[config.mk]
export PLATFORM = sky130hd
export DESIGN_NAME = mem_initiator_flat
export DESIGN_NICKNAME = d
export VERILOG_FILES = /design/src/rtl/mem_initiator_if.sv /design/src/rtl/mem_initiator.sv /design/src/flat_wrapper.sv
export SDC_FILE = /design/constraint.sdc
export NUM_CORES = 1
export LEC_CHECK = 0
export ABC_AREA = 1
export BUFFER_PORTS_ARGS = -buffer_cell sky130_fd_sc_hd__buf_2
export CAP_MARGIN = 20
export CORE_UTILIZATION = 40
export DETAILED_ROUTE_END_ITERATION = 10
export MAX_ROUTING_LAYER = met4
export PLACE_DENSITY_LB_ADDON = 0.2
export SYNTH_ARGS = -nofsm -noshare
export SYNTH_HDL_FRONTEND = slang
export SYNTH_SLANG_ARGS = --single-unit
[constraint.sdc]
create_clock -name CLK -period 1.9 [get_ports CLK]
set_input_delay 0.19 -clock CLK [delete_from_list [all_inputs] [get_ports CLK]]
set_output_delay 0.19 -clock CLK [all_outputs]
set_load 0.05 [all_outputs]
[src/rtl/mem_initiator_if.sv]
// CPU-side burst request/stream signals plus the single-port memory bus of mem_initiator.
// master = initiator view; slave = CPU/memory environment view.
interface mem_initiator_if #(
  parameter int ADDR_W = 16,
  parameter int DATA_W = 16,
  parameter int LEN_W  = 4
);
  logic              req_valid;
  logic              req_ready;
  logic              req_write;
  logic [ADDR_W-1:0] req_addr;
  logic [LEN_W-1:0]  req_len;
  logic              wdata_valid;
  logic              wdata_ready;
  logic [DATA_W-1:0] wdata;
  logic              rdata_valid;
  logic [DATA_W-1:0] rdata;
  logic              busy;
  logic              done;
  logic              MemRead;
  logic              MemWrite;
  logic [ADDR_W-1:0] ADDR;
  logic [DATA_W-1:0] mem_wdata;
  logic [DATA_W-1:0] mem_rdata;

  modport master (
    input  req_valid, req_write, req_addr, req_len, wdata_valid, wdata, mem_rdata,
    output req_ready, wdata_ready, rdata_valid, rdata, busy, done,
           MemRead, MemWrite, ADDR, mem_wdata
  );

  modport slave (
    output req_valid, req_write, req_addr, req_len, wdata_valid, wdata, mem_rdata,
    input  req_ready, wdata_ready, rdata_valid, rdata, busy, done,
           MemRead, MemWrite, ADDR, mem_wdata
  );
endinterface

[src/rtl/mem_initiator.sv]
// Burst memory initiator: one write per accepted wdata beat, one read issue per cycle, read data out 2 cycles after MemRead.
// Write stream backpressured by state (ready only in WRITE); read stream has no backpressure; requests only taken in IDLE.
module mem_initiator #(
  parameter int ADDR_W = 16,
  parameter int DATA_W = 16,
  parameter int LEN_W  = 4
) (
  input  logic          CLK,
  input  logic          reset,
  mem_initiator_if.master bus
);

  typedef enum logic [1:0] {IDLE, WRITE, READ, DRAIN} state_t;

  state_t            state_q, state_d;
  logic [ADDR_W-1:0] cur_addr_q, cur_addr_d;
  logic [ADDR_W-1:0] addr_q, addr_d;
  logic [LEN_W-1:0]  rem_q, rem_d;
  logic              mem_read_q, mem_read_d;
  logic              mem_write_q, mem_write_d;
  logic [DATA_W-1:0] mem_wdata_q, mem_wdata_d;
  logic [DATA_W-1:0] rdata_q, rdata_d;
  logic              rdata_valid_q, rdata_valid_d;
  logic              done_q, done_d;
  logic              last_iss_q, last_iss_d;
  // ret_q marks the cycle mem_rdata is valid; last_ret_q marks it for the final word of a burst
  logic              ret_q, last_ret_q;

  always_comb begin
    state_d       = state_q;
    cur_addr_d    = cur_addr_q;
    rem_d         = rem_q;
    addr_d        = addr_q;
    mem_read_d    = 1'b0;
    mem_write_d   = 1'b0;
    mem_wdata_d   = mem_wdata_q;
    last_iss_d    = 1'b0;
    done_d        = 1'b0;
    rdata_valid_d = ret_q;
    rdata_d       = ret_q ? bus.mem_rdata : rdata_q;

    case (state_q)
      IDLE: begin
        if (bus.req_valid) begin
          cur_addr_d = bus.req_addr;
          rem_d      = bus.req_len;
          state_d    = bus.req_write ? WRITE : READ;
        end
      end
      WRITE: begin
        if (bus.wdata_valid) begin
          mem_write_d = 1'b1;
          addr_d      = cur_addr_q;
          mem_wdata_d = bus.wdata;
          cur_addr_d  = cur_addr_q + ADDR_W'(1);
          if (rem_q == '0) begin
            state_d = IDLE;
            done_d  = 1'b1;
          end else begin
            rem_d = rem_q - LEN_W'(1);
          end
        end
      end
      READ: begin
        mem_read_d = 1'b1;
        addr_d     = cur_addr_q;
        cur_addr_d = cur_addr_q + ADDR_W'(1);
        if (rem_q == '0) begin
          state_d    = DRAIN;
          last_iss_d = 1'b1;
        end else begin
          rem_d = rem_q - LEN_W'(1);
        end
      end
      DRAIN: begin
        if (last_ret_q) begin
          state_d = IDLE;
          done_d  = 1'b1;
        end
      end
      default: state_d = IDLE;
    endcase
  end

  always_ff @(posedge CLK) begin
    if (!reset) begin
      state_q       <= IDLE;
      cur_addr_q    <= '0;
      rem_q         <= '0;
      addr_q        <= '0;
      mem_read_q    <= 1'b0;
      mem_write_q   <= 1'b0;
      mem_wdata_q   <= '0;
      rdata_q       <= '0;
      rdata_valid_q <= 1'b0;
      done_q        <= 1'b0;
      last_iss_q    <= 1'b0;
      ret_q         <= 1'b0;
      last_ret_q    <= 1'b0;
    end else begin
      state_q       <= state_d;
      cur_addr_q    <= cur_addr_d;
      rem_q         <= rem_d;
      addr_q        <= addr_d;
      mem_read_q    <= mem_read_d;
      mem_write_q   <= mem_write_d;
      mem_wdata_q   <= mem_wdata_d;
      rdata_q       <= rdata_d;
      rdata_valid_q <= rdata_valid_d;
      done_q        <= done_d;
      last_iss_q    <= last_iss_d;
      ret_q         <= mem_read_q;
      last_ret_q    <= last_iss_q;
    end
  end

  assign bus.req_ready   = (state_q == IDLE);
  assign bus.wdata_ready = (state_q == WRITE);
  assign bus.busy        = (state_q != IDLE);
  assign bus.done        = done_q;
  assign bus.rdata_valid = rdata_valid_q;
  assign bus.rdata       = rdata_q;
  assign bus.MemRead     = mem_read_q;
  assign bus.MemWrite    = mem_write_q;
  assign bus.ADDR        = addr_q;
  assign bus.mem_wdata   = mem_wdata_q;

endmodule

[src/flat_wrapper.sv]
// flat-port wrapper written by rule: the top's interface ports become plain ports
module mem_initiator_flat 
#(
  parameter int ADDR_W = 16,
  parameter int DATA_W = 16,
  parameter int LEN_W  = 4
)
  (CLK, reset, bus_req_valid, bus_req_write, bus_req_addr, bus_req_len, bus_wdata_valid, bus_wdata, bus_mem_rdata, bus_req_ready, bus_wdata_ready, bus_rdata_valid, bus_rdata, bus_busy, bus_done, bus_MemRead, bus_MemWrite, bus_ADDR, bus_mem_wdata);
  mem_initiator_if #(.ADDR_W(ADDR_W), .DATA_W(DATA_W), .LEN_W(LEN_W)) bus_i ();
  input  logic CLK;
  input  logic reset;
  input wire logic [$bits(bus_i.req_valid)-1:0] bus_req_valid;
  input wire logic [$bits(bus_i.req_write)-1:0] bus_req_write;
  input wire logic [$bits(bus_i.req_addr)-1:0] bus_req_addr;
  input wire logic [$bits(bus_i.req_len)-1:0] bus_req_len;
  input wire logic [$bits(bus_i.wdata_valid)-1:0] bus_wdata_valid;
  input wire logic [$bits(bus_i.wdata)-1:0] bus_wdata;
  input wire logic [$bits(bus_i.mem_rdata)-1:0] bus_mem_rdata;
  output wire logic [$bits(bus_i.req_ready)-1:0] bus_req_ready;
  output wire logic [$bits(bus_i.wdata_ready)-1:0] bus_wdata_ready;
  output wire logic [$bits(bus_i.rdata_valid)-1:0] bus_rdata_valid;
  output wire logic [$bits(bus_i.rdata)-1:0] bus_rdata;
  output wire logic [$bits(bus_i.busy)-1:0] bus_busy;
  output wire logic [$bits(bus_i.done)-1:0] bus_done;
  output wire logic [$bits(bus_i.MemRead)-1:0] bus_MemRead;
  output wire logic [$bits(bus_i.MemWrite)-1:0] bus_MemWrite;
  output wire logic [$bits(bus_i.ADDR)-1:0] bus_ADDR;
  output wire logic [$bits(bus_i.mem_wdata)-1:0] bus_mem_wdata;
  assign bus_i.req_valid = bus_req_valid;
  assign bus_i.req_write = bus_req_write;
  assign bus_i.req_addr = bus_req_addr;
  assign bus_i.req_len = bus_req_len;
  assign bus_i.wdata_valid = bus_wdata_valid;
  assign bus_i.wdata = bus_wdata;
  assign bus_i.mem_rdata = bus_mem_rdata;
  assign bus_req_ready = bus_i.req_ready;
  assign bus_wdata_ready = bus_i.wdata_ready;
  assign bus_rdata_valid = bus_i.rdata_valid;
  assign bus_rdata = bus_i.rdata;
  assign bus_busy = bus_i.busy;
  assign bus_done = bus_i.done;
  assign bus_MemRead = bus_i.MemRead;
  assign bus_MemWrite = bus_i.MemWrite;
  assign bus_ADDR = bus_i.ADDR;
  assign bus_mem_wdata = bus_i.mem_wdata;
  mem_initiator #(.ADDR_W(ADDR_W), .DATA_W(DATA_W), .LEN_W(LEN_W)) u_core (.CLK(CLK), .reset(reset), .bus(bus_i));
endmodule
Yosys cells after proc, flatten, opt, wreduce, memory -nomap -nowiden:

Cells that the tools add are included.

* add/sub/neg operators: 2
* equal/unequal tests: 8
* multiplexer cells: 22
* reduce and logical (&&, ||, !) cells: 11

Operators with widths (count)
* 16-bit two-way mux: 3
* 16-bit one-hot mux with 3 select lines: 1
* 16-bit one-hot mux with 2 select lines: 1
* 16-bit by 1-bit adder with 16-bit output, second input constant: 1
* 2-bit two-way mux: 6
* 4-bit two-way mux: 3
* 4-bit one-hot mux with 3 select lines: 1
* 2-bit one-hot mux with 4 select lines: 1
* 2-bit AND reduction: 4
* 2-bit by 1-bit != test with 1-bit output, second input constant: 3
* 1-bit two-way mux: 5
* 5-bit AND reduction: 1
* 2-bit equality test, second input constant: 2
* 4-bit zero test: 1
* 2-bit != test, second input constant: 2
* 2-bit nonzero test: 2
* 4-bit by 1-bit subtractor with 4-bit output, second input constant: 1
* 3-bit AND reduction: 1
* 3-bit nonzero test: 1
* 2-bit by 1-bit equality test with 1-bit output, second input constant: 1
* 2-bit zero test: 1
* 1-bit one-hot mux with 2 select lines: 1

* flip-flop bits (word level): 77
* word-level logic and storage cells: 56

Longest topological paths before layout:

* depth in word-level cells: 4
* gate-level depth with buffers: 10
* mapped depth without buffers: 10

Least setup slack after synthesis:

Ideal clock, no wire load.

* kind: reg2reg
* start point: register u_core.state_q[0]
* end point: register u_core.cur_addr_q[4]
* setup time: 0.130 ns
* arrival: 1.665 ns
* path slack: 0.105 ns
* stages on the path, launching flop included: 11
* buffers on the path: 1
* cell sequence: dfxtp_1 > inv_1 > ha_1 > nand2_1 > nand2_2 > inv_2 > nand2_2 > buf_6 > nor2_1 > nor2_1 > nor2_1

* word-level cells in the longest chain between the ends: 3
* elaborated cells on any way between the ends: 8
* those cells by class: eq/ne (4); mux (1); reduce/logical (3)

RTL lines
* start: declaration: line mem_initiator.sv:15 `state_t state_q, state_d;`
* start signal: assignment: line mem_initiator.sv:101 `state_q <= state_d;`
* 2-bit zero test (*)
* named net bus_req_ready: line flat_wrapper.sv:19 `output wire logic [$bits(bus_i.req_ready)-1:0] bus_req_ready;`
* 2-bit != test (no line) / 3-bit nonzero test (equally long branches)
* 3-bit AND reduction (no line)
* end signal: assignment: line mem_initiator.sv:102 `cur_addr_q <= cur_addr_d;`
* end: declaration: line mem_initiator.sv:16 `logic [ADDR_W-1:0] cur_addr_q, cur_addr_d;`

Mark *: on every way through the listed nets, which the timed path passes. The rest lies on a longest branch.
A chain may end at the register's enable or synchronous reset.

Worst setup path in the final report:

* start point: register u_core.state_q[1]
* end point: register u_core.rem_q[2]

* word-level cells in the longest chain between the ends: 3
* elaborated cells on any way between the ends: 8
* those cells by class: eq/ne (4); mux (1); reduce/logical (3)

RTL lines
* 2-bit by 1-bit equality test with 1-bit output (tied with other cells): line mem_initiator.sv:42 `case (state_q)`
* 2-bit != test (no line) / 3-bit nonzero test (equally long branches)
* 3-bit AND reduction (no line)
* end signal: assignment: line mem_initiator.sv:103 `rem_q <= rem_d;`
* end: declaration: line mem_initiator.sv:18 `logic [LEN_W-1:0] rem_q, rem_d;`

Parallel ways exist; a longest one is shown, timed or not.

==> flow_summary_export.csv <==
group,metric,value,unit
pwr,leakage,2.06,nW
cts,htreeDepth,3,
placed_design,placed_cells,678,
timing,holdWs,0.0622,ns
route,first_pass_iters,4,
die,dieHeight,94.6,µm
cts,clk_latency,0.34,ns
pwr,internal_power,0.00408,W
hold_path,hold_end,"u_core.bus.rdata[2]",
hold_path,hold_depth,3,
final_layout,multi_input_area,0.00164,mm²
die,ios,112,
logic_synthesis,synth_edf_count,0,
logic_synthesis,avgSynthCellArea,7.20,µm²
global_routing,grt_max_degree,61,
die,die_x,94.6,µm
final_layout,stdcell_count,694,
logic_synthesis,syn_area,0.00343,mm²
cts,root_buffer,"clkbuf_8",
final_layout,antenna_cells,0,
worst_setup_path,required,2.14,ns
logic_synthesis,synthesis.nets,543,
worst_setup_path,r2r_cells,6,
route,wirelength,8.71,mm
die,dieArea,0.00895,mm²
timing,slew_violations,0,
route,antenna_left,0,
placed_design,hpwlAfterDp,6.18,mm
die,coreArea,0.00826,mm²
pwr,power_density,1790,mW/mm²
pwr,finalPower,0.00775,W
placed_design,io_buffer_count,111,
timing,setup_violations,0,
worst_setup_path,crit_start,"u_core.state_q[1]",
worst_setup_path,startpoint_type,"flop",
timing,finalHoldViolCount,0,
pwr,power_frac_comb,48.6,%
final_layout,drive_gt1_share,26.5,%
pwr,vdd_ir_drop_max,0.940,mV
pwr,swShare,47.4,%
pwr,p_switching,0.00367,W
route,drtIter0Drc,178,
hold_path,worst_hold_path_type,"in -> reg",
logic_synthesis,ys.flop_type,"dfxtp_1",
worst_setup_path,path_max_fanout,16,
logic_synthesis,synth_cells,476,
logic_synthesis,ys_ff_latch,77,
cts,cts.sinks,77,
logic_synthesis,synthArstFlopShare,0,%
timing,final.min_clock_period,1.71,ns
logic_synthesis,synth_top_cell_by_area,"dfxtp_1",
route,avgRoutedWirePerCell,12.6,µm
pwr,power_frac_seq,31.3,%
worst_setup_path,crit_type,"reg -> reg",
hold_path,worstHoldStart,"bus_mem_rdata[2]",
worst_setup_path,cp_data_arrival_time,1.94,ns
route,vias_per_cell,4.83,
worst_setup_path,crit_path_end_kind,"flop",
cts,cts-resized-gates,0,
cts,cts_tree,"done",
logic_synthesis,synth_commonest_cells,"101 x nor2_1, 77 x dfxtp_1, 75 x nand2_1",
timing,finalClockSkew,0.00821,ns
pwr,p_clk_share,20.1,%
timing,max_slew_margin,58.2,%
cts,cts_hold_buf,0,
worst_setup_path,rrSetupSlack,0.19,ns
logic_synthesis,synth.distinct_cells,29,
timing,fin_crit_sh,89.8,%
timing,rsz0062_at_grt,"false",
final_layout,fillers,826,
global_routing,track_usage,20.8,%
cts,clk_path_buf_depth,2,
die,num_rows,33,
global_routing,grt_first_pass_wirelength,13.9,mm
logic_synthesis,synth_area_leaders,"dfxtp_1 45%, nor2_1 11%, o21ai_0 9.8%",
timing,worst_slew_pin_slew,0.623,ns
logic_synthesis,ys_seq_area_share,44.9,%
die,initial_core_util,41.5,%
route,drc,0,
logic_synthesis,synth_most_common_cell,"nor2_1",
timing,final.setup.tns,0,ns
cts,postCtsSetupBuffers,0,
global_routing,grt-ovfl-total,0,
cts,clkSlewWorstSetupHoldPaths,0.08,ns
flow_run,cap_violations,0,
cts,cts_made_buffers,9,
timing,fmax,586,MHz
global_routing,antenna_found_initial,0,
worst_setup_path,r2r_end,"u_core.rem_q[2]",
placed_design,place_congestion,0.865,
final_layout,final-seq-area,0.00154,mm²
route,via_count,3351,
logic_synthesis,yosysTopAreaCellShare,44.9,%
run_status,status,"complete, no violations",
logic_synthesis,ys_warn_count,0,
global_routing,grt_pass1_vias,3019,
worst_setup_path,r2r-start,"u_core.state_q[1]",
final_layout,layout.nets,651,
final_layout,syn_to_final_growth,26.0,%
## kinds of logic (layout without fill, tap and decap cells)
logic type | count (synthesis) | count (layout) | share of synthesized area [%]
compound gates | 115 | 115 | 17.7
xor+xnor | 2 | 2 | 0.511
fa+ha+maj | 10 | 10 | 3.65
buf+inv | 61 | 174 | 7.48
flops | 77 | 77 | 44.9
simple gates | 211 | 211 | 25.7
## cells in the final DEF, fill, tap and decap left out, types with 2 or more instances in the layout
cell / instances
buf_2: 111
nor2_1: 100
nand2_1: 75
dfxtp_1: 75
o21ai_0: 67
inv_1: 38
a21oi_1: 34
nand3_1: 19
clkbuf_8: 10
ha_1: 9
nor2_2: 6
buf_4: 6
nand2_2: 4
nor2_4: 3
a211oi_1: 3
nand4_1: 3
o21ai_1: 3
bufinv_16: 3
inv_2: 2
o21ai_2: 2
a21oi_2: 2
a22oi_1: 2
inv_6: 2
dfxtp_2: 2
## critical path: stages, from the launching register on
cell and delay, ns:
dfxtp_2 0.37, inv_1 0.11, ha_2 0.41, inv_2 0.14
o21ai_2 0.29, nor2_1 0.07, a211oi_1 0.20
## through the flow
stage | utilization (%) | instance area, µm² | worst slack, ns
finish | 52.3 | 4320 | 0.194
global route | 52.3 | 4320 | 0.0425
CTS | 52.2 | 4310 | 0.0751
detailed placement | 49.2 | 4060 | 0.131
global placement | 49.2 | 4060 | 0.223
floorplan | - | 3430 | 0.105
## per-layer routing
metal | track usage (%) | vias to the layer above | routed length (µm)
li1 | - | 1749 | -
met1 | 26.2 | 1508 | 4110
met2 | 32.7 | 83 | 4020
met3 | 4.59 | 11 | 438
met4 | 7.07 | 0 | 148
met5 | - | - | 0
## power by group through the flow
stage               Combinational [W]  Clock (W)  Sequential [W]
floorplan                     0.00215          0         0.00326
global placement              0.00369          0         0.00243
detailed placement            0.00375          0         0.00245
CTS                           0.00377    0.00159         0.00242
global route                  0.00417    0.00167         0.00249
finish                        0.00376    0.00156         0.00243
## flip-flops by register name (all words and copies together) (netlist names)
name                    count
u_core.bus.ADDR            16
u_core.bus.MemRead          1
u_core.bus.MemWrite         1
u_core.bus.done             1
u_core.bus.mem_wdata       16
u_core.bus.rdata           16
u_core.bus.rdata_valid      1
u_core.cur_addr_q          16
u_core.last_iss_q           1
u_core.last_ret_q           1
u_core.rdata_valid_d        1
u_core.rem_q                4
u_core.state_q              2
## final cells by class
| class | instances | share of cell area, % |
|---|---|---|
| Clock inverter | 6 | 2.69 |
| Inverter | 41 | 3.56 |
| Tap cell | 105 | 3.04 |
| Timing Repair Buffer | 117 | 13.9 |
| Multi-Input combinational cell | 338 | 37.9 |
| Sequential cell | 77 | 35.7 |
| Clock buffer | 10 | 3.19 |
## worst max-delay path by stage
stage	endpoint	slack [ns]	depth (start not counted)
6_report	u_core.rem_q[2]	0.19	6
2_1_floorplan	u_core.cur_addr_q[4]	0.10	10
4_1_cts	u_core.rem_q[2]	0.08	6
5_1_grt	u_core.cur_addr_q[6]	0.04	7
3_5_place_dp	u_core.rem_q[3]	0.13	7
3_3_place_gp	u_core.cur_addr_q[3]	0.22	8
Power figures use the tool's default switching activity.
